`src/rtl/const_div_iter.sv`:
```
// ---------------------------------------------------------------------------
// const_div_iter
//
// Divides an unsigned W-bit operand by the compile-time constant D and returns
// quotient and remainder. The divider is digit-serial: each RUN cycle retires
// K dividend bits (MSB chunk first) through a small combinational divide of a
// (RW+K)-bit partial value by D, so datapath width follows K rather than W.
//
// Ports:
//   clk        sole clock, rising edge
//   rst        synchronous, active-high reset
//   in_valid   operand valid
//   in_ready   block can accept an operand this cycle
//   in_x       unsigned dividend, W bits
//   out_valid  result valid (held until out_ready)
//   out_ready  consumer accepts result
//   out_q      quotient floor(in_x / D), QW bits
//   out_r      remainder in_x mod D, RW bits
//
// Handshake: IDLE accepts an operand; RUN takes NSTEP cycles; DONE presents
// the result. In DONE, in_ready follows out_ready so a consumed result and a
// new operand can be exchanged on the same edge with no bubble.
// ---------------------------------------------------------------------------
module const_div_iter #(
    parameter int W     = 64,
    parameter int D     = 23,
    parameter int K     = 4,
    parameter int QW    = W - $clog2(D + 1) + 1,
    parameter int RW    = $clog2(D),
    parameter int NSTEP = (W + K - 1) / K
) (
    input  logic          clk,
    input  logic          rst,
    input  logic          in_valid,
    output logic          in_ready,
    input  logic [W-1:0]  in_x,
    output logic          out_valid,
    input  logic          out_ready,
    output logic [QW-1:0] out_q,
    output logic [RW-1:0] out_r
);

    // Operand is zero-extended at the MSB so it splits into whole K-bit chunks.
    localparam int PW = NSTEP * K;
    // Partial value r*2^K + chunk is below D*2^K, so RW+K bits always suffice.
    localparam int TW = RW + K;
    localparam int CW = (NSTEP > 1) ? $clog2(NSTEP) : 1;

    generate
        if (D < 2 || D > 65535) begin : g_bad_d
            $error("const_div_iter: D=%0d outside legal range 2..65535", D);
        end
        if (K < 1 || K > W) begin : g_bad_k
            $error("const_div_iter: K=%0d outside legal range 1..W", K);
        end
    endgenerate

    typedef enum logic [1:0] {
        IDLE = 2'd0,
        RUN  = 2'd1,
        DONE = 2'd2
    } state_t;

    state_t state;
    state_t state_next;

    logic [PW-1:0] x_sr;      // remaining dividend chunks, next chunk at the top
    logic [PW-1:0] q_sr;      // quotient digits shifted in LSB-first
    logic [RW-1:0] r;         // running remainder
    logic [CW-1:0] cnt;       // iteration index within the current division

    logic          start;     // capture a new operand this edge
    logic          step;      // perform one recurrence iteration this edge
    logic          last;      // current iteration is the final one

    logic [K-1:0]  chunk;
    logic [TW-1:0] t;
    logic [TW-1:0] div_res;
    logic [K-1:0]  digit;
    logic [RW-1:0] rem;
    logic [PW-1:0] q_next;

    // Restoring division of a value known to be below D*2^K by the constant D.
    // Each trial subtracts D*2^i; the invariant acc < D*2^(i+1) guarantees a
    // single-bit digit per position, so the K-bit result is exact. Returns
    // {digit, remainder}.
    function automatic logic [TW-1:0] div_const(input logic [TW-1:0] num);
        logic [TW-1:0] acc;
        logic [K-1:0]  dg;
        acc = num;
        dg  = '0;
        for (int i = K - 1; i >= 0; i--) begin
            if (acc >= (TW'(D) << i)) begin
                acc   = acc - (TW'(D) << i);
                dg[i] = 1'b1;
            end
        end
        return {dg, acc[RW-1:0]};
    endfunction

    // ---- recurrence datapath (combinational) ----
    always_comb begin
        chunk   = x_sr[PW-1 -: K];
        t       = {r, chunk};
        div_res = div_const(t);
        digit   = div_res[TW-1 -: K];
        rem     = div_res[RW-1:0];
        q_next  = (q_sr << K) | PW'(digit);
        last    = (cnt == CW'(NSTEP - 1));
    end

    // ---- control: state register ----
    always_ff @(posedge clk) begin
        if (rst) begin
            state <= IDLE;
        end else begin
            state <= state_next;
        end
    end

    // ---- control: next state and handshake outputs ----
    always_comb begin
        state_next = state;
        in_ready   = 1'b0;
        out_valid  = 1'b0;
        start      = 1'b0;
        step       = 1'b0;
        case (state)
            IDLE: begin
                in_ready = 1'b1;
                if (in_valid) begin
                    start      = 1'b1;
                    state_next = RUN;
                end
            end
            RUN: begin
                step = 1'b1;
                if (last) begin
                    state_next = DONE;
                end
            end
            DONE: begin
                out_valid = 1'b1;
                in_ready  = out_ready;
                if (out_ready) begin
                    if (in_valid) begin
                        // Result leaves and the next operand enters together.
                        start      = 1'b1;
                        state_next = RUN;
                    end else begin
                        state_next = IDLE;
                    end
                end
            end
            default: begin
                state_next = IDLE;
            end
        endcase
    end

    // ---- datapath registers ----
    always_ff @(posedge clk) begin
        if (rst) begin
            x_sr  <= '0;
            q_sr  <= '0;
            r     <= '0;
            cnt   <= '0;
            out_q <= '0;
            out_r <= '0;
        end else if (start) begin
            x_sr <= PW'(in_x);
            q_sr <= '0;
            r    <= '0;
            cnt  <= '0;
        end else if (step) begin
            x_sr <= x_sr << K;
            q_sr <= q_next;
            r    <= rem;
            cnt  <= cnt + 1'b1;
            if (last) begin
                // Quotient bits above QW are provably zero and dropped.
                out_q <= q_next[QW-1:0];
                out_r <= rem;
            end
        end
    end

endmodule

```
`config.mk`:
```
export PLATFORM = sky130hd
export DESIGN_NAME = const_div_iter
export DESIGN_NICKNAME = d
export VERILOG_FILES = /design/src/rtl/const_div_iter.sv
export SDC_FILE = /design/constraint.sdc
export NUM_CORES = 1
export LEC_CHECK = 0
export ABC_AREA = 1
export BUFFER_PORTS_ARGS = -buffer_cell sky130_fd_sc_hd__buf_2
export CORE_AREA = 2 2 187 134
export CTS_BUF_LIST = sky130_fd_sc_hd__clkbuf_16
export DETAILED_ROUTE_END_ITERATION = 8
export DIE_AREA = 0 0 189 136
export GPL_TIMING_DRIVEN = 0
export PLACE_DENSITY = 0.53
export SYNTH_ARGS = -nofsm -noshare
export SYNTH_HDL_FRONTEND = slang
export SYNTH_SLANG_ARGS = --single-unit
export TNS_END_PERCENT = 1
```
`constraint.sdc`:
```
create_clock -name clk -period 5.2 [get_ports clk]
set_input_delay 0 -clock clk [delete_from_list [all_inputs] [get_ports clk]]
set_output_delay 0 -clock clk [all_outputs]
set_load 0.03 [all_outputs]
```
* Word level (Yosys, flattened, before mapping)
Cells that the tools add are included.
Word-level totals: flip-flop bits (word level) 196, input port bits 68, logic and storage cells 50
Cells by class: add/sub/neg operators 5, magnitude comparators 4, eq/ne operators 6, multiplexer cells 21, bitwise logic cells 2, reduce and logical (&&, ||, !) cells 5
Operator list (number):
- $mux 64 | 2
- $or 60x4->60 | 1
- $mux 9 | 3
- $ge 9x5->1 const B | 1
- $ge 9x6->1 const B | 1
- $ge 9x7->1 const B | 1
- $ge 9x8->1 const B | 1
- $mux 1 | 9
- $sub 9x6->9 const B | 1
- $sub 9x7->9 const B | 1
- $sub 9x8->9 const B | 1
- $mux 2 | 3
- $ne 2x2->1 const B | 3
- $pmux 2 s3 | 1
- $reduce_and 3->1 | 2
- $mux 5 | 1
- $sub 5x5->5 const B | 1
- $add 4x1->4 const B | 1
- $eq 4x4->1 const B | 1
- $pmux 1 s2 | 2
- $eq 2x1->1 const B | 1
- $eq 2x2->1 const B | 1
- $logic_not 2->1 | 1
- $reduce_bool 2->1 | 1
- other kinds (2) | 2

* Depth between registers and ports, before layout
depth after elaboration 9, depth in mapped cells 30

* Worst setup path after synthesis
Ideal clock, no wire load.
path kind flip-flop to flip-flop, start point register x_sr[63], end point register out_r[2], setup time 0.109 ns, data arrival time 3.237 ns, setup slack 1.854 ns, cell stages (with the launch flop) 29, path buffers 0, cells stage by stage dfxtp_1 -> ha_1 -> nand2_1 -> nand2_2 -> a21oi_4 -> nand3_1 -> nand2_4 -> nor2_2 -> nor2_4 -> nand2_4 -> nand2_1 -> nand2_1 -> inv_1 -> ha_1 -> nand3_1 -> nand2_1 -> nand2_4 -> nand3_4 -> nand2_1 -> and2_2 -> ha_1 -> nand3_1 -> nand2_2 -> nand2_4 -> nand3_4 -> nand2_2 -> nand3_1 -> nand2_1 -> inv_1
Between the ends: longest elaborated chain between the ends 8, elaborated cells between the ends (all ways) 12, classes of those cells 4 x add/sub; 4 x order compare; 4 x mux
RTL lines:
- start, declared | RTL line 67 | logic [PW-1:0] x_sr;
- start signal, assigned | RTL line 171 | x_sr <= PW'(in_x);
- start signal, assigned | RTL line 176 | x_sr <= x_sr << K;
- $sub 9x8->9 or $ge 9x8->1 (tied branches) | RTL line 94, 93
- $mux 9 (*) | RTL line 93 | if (acc >= (TW'(D) << i)) begin
- $sub 9x7->9 or $ge 9x7->1 (tied branches) | RTL line 94, 93
- $mux 9 (*) | RTL line 93
- $sub 9x6->9 or $ge 9x6->1 (tied branches) | RTL line 94, 93
- $mux 9 (*) | RTL line 93
- $ge 9x5->1 or $sub 5x5->5 (tied branches) | RTL line 93, 94
- $mux 5 (*) | RTL line 93
- end signal, assigned | RTL line 183 | out_r <= rem;
- end, declared | RTL line 40 | output logic [RW-1:0] out_r
Every way passes the cells marked *; elsewhere a longest branch is shown, timed or not. A chain may end at the register's enable or synchronous reset.

* Worst setup path after layout
Same ends and word-level chain as after synthesis.

==> results by stage <==
Critical path:
- The number of cells on the worst reg-to-reg path is 30.
- The peak fanout along the critical path is 10.
- The worst setup path is of the reg2reg kind.
- The most common cell type on the critical path is sky130_fd_sc_hd__nand2_1.
- The data required time at the worst endpoint is between 5 and 6 ns.
- The worst setup path is captured at a flip-flop.
- The worst-path cell with the longest stage delay is sky130_fd_sc_hd__dfxtp_1.
- The peak per-stage delay on the critical path is 0.53 ns.
- STA puts the critical path data arrival time at between 4 and 5 ns.
- STA classifies the critical path startpoint as a flip-flop.
- The minimum setup slack among reg-to-reg paths is 1.26 ns.

Synth:
- The async set or reset register ratio after synthesis is 0.
- The most instantiated library cell after synthesis is sky130_fd_sc_hd__nand2_1.
- The portion of synthesized area spent on multiplexers is 0.
- The mapped netlist covers ~8200 um2.
- The portion of the post-synthesis area used by sequential elements is 0.4770.
- Among all flip-flop cells after synthesis, the most frequent one is sky130_fd_sc_hd__dfxtp_1.
- The largest family of logic cells by synthesized area is simple AND/OR/NAND/NOR gates.
- The number of instances in the synthesized netlist is about 1,100.
- Of the total synthesized cell area, the portion taken by AND, OR, NAND and NOR gates is 0.3070.
- After synthesis the netlist holds a flip-flop and latch count of between 150 and 200.
- Of the total synthesized cell area, the portion taken by XOR and XNOR cells is 0.007454.
- The synthesized netlist contains 31 unique library cells.
- In the post-synthesis netlist, the biggest area contributors are sky130_fd_sc_hd__dfxtp_1 (48%), sky130_fd_sc_hd__nand2_1 (21%), sky130_fd_sc_hd__a21oi_1 (7.6%).
- The average instance area after synthesis is 7.311 um2.
- Of the post-synthesis cell area, the dominant cell type holds 0.4770.
- The number of flops mapped to enable cells by yosys is 0.
- The commonest cells after synthesis are sky130_fd_sc_hd__nand2_1 (462), sky130_fd_sc_hd__dfxtp_1 (196), sky130_fd_sc_hd__a21oi_1 (125), sky130_fd_sc_hd__a31oi_1 (60), sky130_fd_sc_hd__clkbuf_1 (60).
- When the netlist entered floorplanning its net count stood at 1,198.
- The fraction of the mapped netlist area in compound gates is 0.1396.
- The share of synthesized cell area in full adder, half adder and majority cells is 0.007606.
- The total of warnings raised by yosys is 0.
- Summed over all instances, the cell type with the most area after synthesis is sky130_fd_sc_hd__dfxtp_1.

Drt:
- After detailed routing, the number of vias per cell comes to 4.700.
- The average routed wire per standard cell is ~14 um.
- The post-route antenna net violation count is 0.
- For this run, the detailed router's first-pass iteration total came to 5.
- The sum of routed wire length over all layers is 23,420 um.
- The DRC marker count from the first detailed-route iteration is 527.
- In the routed design, unresolved DRC markers number 0.
- The detailed router placed between 7,000 and 8,000 vias in this run.

Status:
- The run finished with clean final reports.

Final layout:
- The layout has approximately 2,500 filler cells.
- The repair_antennas step left the layout with diodes totalling 0.
- The final cell count without fillers is approximately 1,700.
- Of the cells placed in the final design, the portion with a size suffix greater than 1 is 0.1696.
- The area growth from synthesis to layout is 28.29%.
- The number of nets in the layout is around 1,400.

Job:
- The number of violations of the max-capacitance limit is 0.

Place:
- The post-placement setup slack is 1.270 ns.
- The number of buffers inserted by port buffering is roughly 130.
- At the end of routability-driven placement, the weighted congestion stood at approximately 0.80.
- The HPWL after detailed placement is ~17,000 um.
- The placed instance count is 1,583.

Floorplanning:
- The die width is 189 um.
- The initial utilization of the core area, before any placement, comes to 0.3415.
- The total die area is about 26,000 um2.
- The core area is 24,080 um2.
- The count of standard-cell rows is 48.
- The floorplan step set the die height to approximately 140 um.
- Pin placement for this block handled approximately 140 I/O pins.

Clock tree:
- The library cell used as clock root buffer is sky130_fd_sc_hd__clkbuf_16.
- The maximum buffer depth of the clock tree is 2.
- Counting the buffers created by CTS gives 17.
- In this run, post-CTS repair resized a total of 0 instances.
- TritonCTS built the clock tree.
- The number of buffers inserted for hold repair after clock tree synthesis is 66.
- The clock network latency to the later pin of the worst-skew pair is approximately 0.44 ns.
- The clock net in this run drives a total of ~200 sinks.
- After clock tree synthesis, the clock-pin slew on the worst setup and hold paths is ~0.080 ns.
- The H-tree was split into 4 levels.
- The number of setup buffers added after CTS is 0.

Power and ir drop:
- The maximum ir drop on the vdd rail is about 0.21 mV.
- The analysis attributes to cell leakage a power of between 0.004 and 0.005 uW.
- The total power draw is 3627 uW.
- The power per standard cell area is roughly 340 nW/um2.

Global route:
- The total global routing track utilization is 0.1869.
- The initial antenna violation count is 0.
- The first global-routing pass estimated approximately 38,000 um of wire.
- The pin count of the biggest net entering global routing is 20.
- The total grt overflow is 0.
- The number of global-route vias before repair is 7,394.

Hold path:
- The class of the tightest hold or removal check is in2reg.
- The worst hold path was traced through 3 stages.

Timing:
- The final number of max-transition violations came to 0.
- The clock arrives with 0.008894 ns of skew.
- The fmax is 253.7 MHz.
- Across all setup checks in the final design, the least slack found is between 1 and 1.5 ns.
- The pin slew with the least headroom to its limit is between 0.6 and 0.7 ns.
- The final number of setup-violating endpoints is 0.
- For the final routed database, the setup TNS stands at 0 ns.
- Setup repair after global routing left no endpoint under its margin.
- Headroom to the max-slew limit came out at 0.5586.
- Counting I/O delays and the setup requirement, the final critical path takes ~3.9 ns.
- Dividing the final minimum period by the clock period gives 0.7580.
- The count of endpoints failing hold in the final timing report is 0.
critical path: cells and delay by family, from the launching register on:
family	cells	cell delay, ns
fa+ha+maj	3	0.62
flops	1	0.53
simple gates	24	2.44
buf+inv	3	0.25
sequential cells by signal, indices dropped and copies added, names as in the netlist:
signal  cells
out_q      60
out_r       5
cnt         4
r           5
q_sr       56
state       2
x_sr       64
power by group:
part | switching [uW] | leakage (uW) | internal, uW
clock | 639 | 0.000288 | 685
sequential | 29.9 | 0.00159 | 1540
combinational | 471 | 0.00234 | 259
total | 1140 | 0.00422 | 2490
layer usage:
metal,GRT usage,share of wire,vias up
li1,-,-,4075
met1,0.2777,0.53,3622
met2,0.2692,0.41,176
met3,0.03330,0.038,28
met4,0.06467,0.019,0
met5,0,0,-
placed cells by master (no fill, tap or decap), types with 2 or more instances in the layout:
| master | n |
|---|---|
| sky130_fd_sc_hd__clkbuf_16 | 17 |
| sky130_fd_sc_hd__nor2_4 | 5 |
| sky130_fd_sc_hd__nand2_2 | 22 |
| sky130_fd_sc_hd__clkbuf_1 | 60 |
| sky130_fd_sc_hd__buf_6 | 4 |
| sky130_fd_sc_hd__inv_6 | 4 |
| sky130_fd_sc_hd__a31oi_1 | 60 |
| sky130_fd_sc_hd__ha_1 | 5 |
| sky130_fd_sc_hd__nand3_2 | 5 |
| sky130_fd_sc_hd__clkinv_1 | 2 |
| sky130_fd_sc_hd__nand4_1 | 6 |
| sky130_fd_sc_hd__inv_1 | 47 |
| sky130_fd_sc_hd__xnor2_1 | 3 |
| sky130_fd_sc_hd__dlygate4sd3_1 | 66 |
| sky130_fd_sc_hd__clkinv_8 | 2 |
| sky130_fd_sc_hd__a21oi_1 | 125 |
| sky130_fd_sc_hd__clkinv_4 | 3 |
| sky130_fd_sc_hd__nand3_1 | 36 |
| sky130_fd_sc_hd__nand3_4 | 4 |
| sky130_fd_sc_hd__xor2_1 | 4 |
| sky130_fd_sc_hd__nand2_1 | 462 |
| sky130_fd_sc_hd__inv_2 | 5 |
| sky130_fd_sc_hd__o211ai_1 | 2 |
| sky130_fd_sc_hd__o21ai_0 | 20 |
| sky130_fd_sc_hd__dfxtp_1 | 196 |
| sky130_fd_sc_hd__buf_2 | 136 |
| sky130_fd_sc_hd__inv_8 | 3 |
| sky130_fd_sc_hd__a21oi_4 | 2 |
| sky130_fd_sc_hd__nor2_1 | 31 |
| sky130_fd_sc_hd__nand2_4 | 7 |
| sky130_fd_sc_hd__nor2_2 | 4 |
cell type report:
type,count,area (um2),area share
flip-flops and latches,196,3924,0.3718
clock buffers,17,425.4,0.04031
clock inverters,15,168.9,0.01601
well taps,325,406.6,0.03853
inverters,54,205.2,0.01945
plain buffers,68,299.0,0.02834
multi-input cells,807,3797,0.3599
repair buffers,199,1326,0.1257
per-stage QoR:
step / cell area [um2] / utilization / hold slack (ns)
after floorplan: 8225 / - / 0.1490
after global placement: 9298 / 0.3861 / 0.2788
after detailed placement: 9298 / 0.3861 / 0.2776
after CTS: 10550 / 0.4382 / 0.2398
after global routing: 10550 / 0.4382 / 0.3072
final: 10550 / 0.4382 / 0.2252
kinds of logic after synthesis:
logic type	Yosys count
xor+xnor	7
flops	196
simple gates	586
compound gates	209
buf+inv	122
fa+ha+maj	5
worst paths after layout:
| path | start | endpoint |
|---|---|---|
| min reg2reg | out_q[15] | out_q[15] |
| max | x_sr[63] | out_r[2] |
| max reg2reg | x_sr[63] | out_r[2] |
| min | rst | x_sr[30] |
No activity file was read; power rests on OpenSTA's default activity.
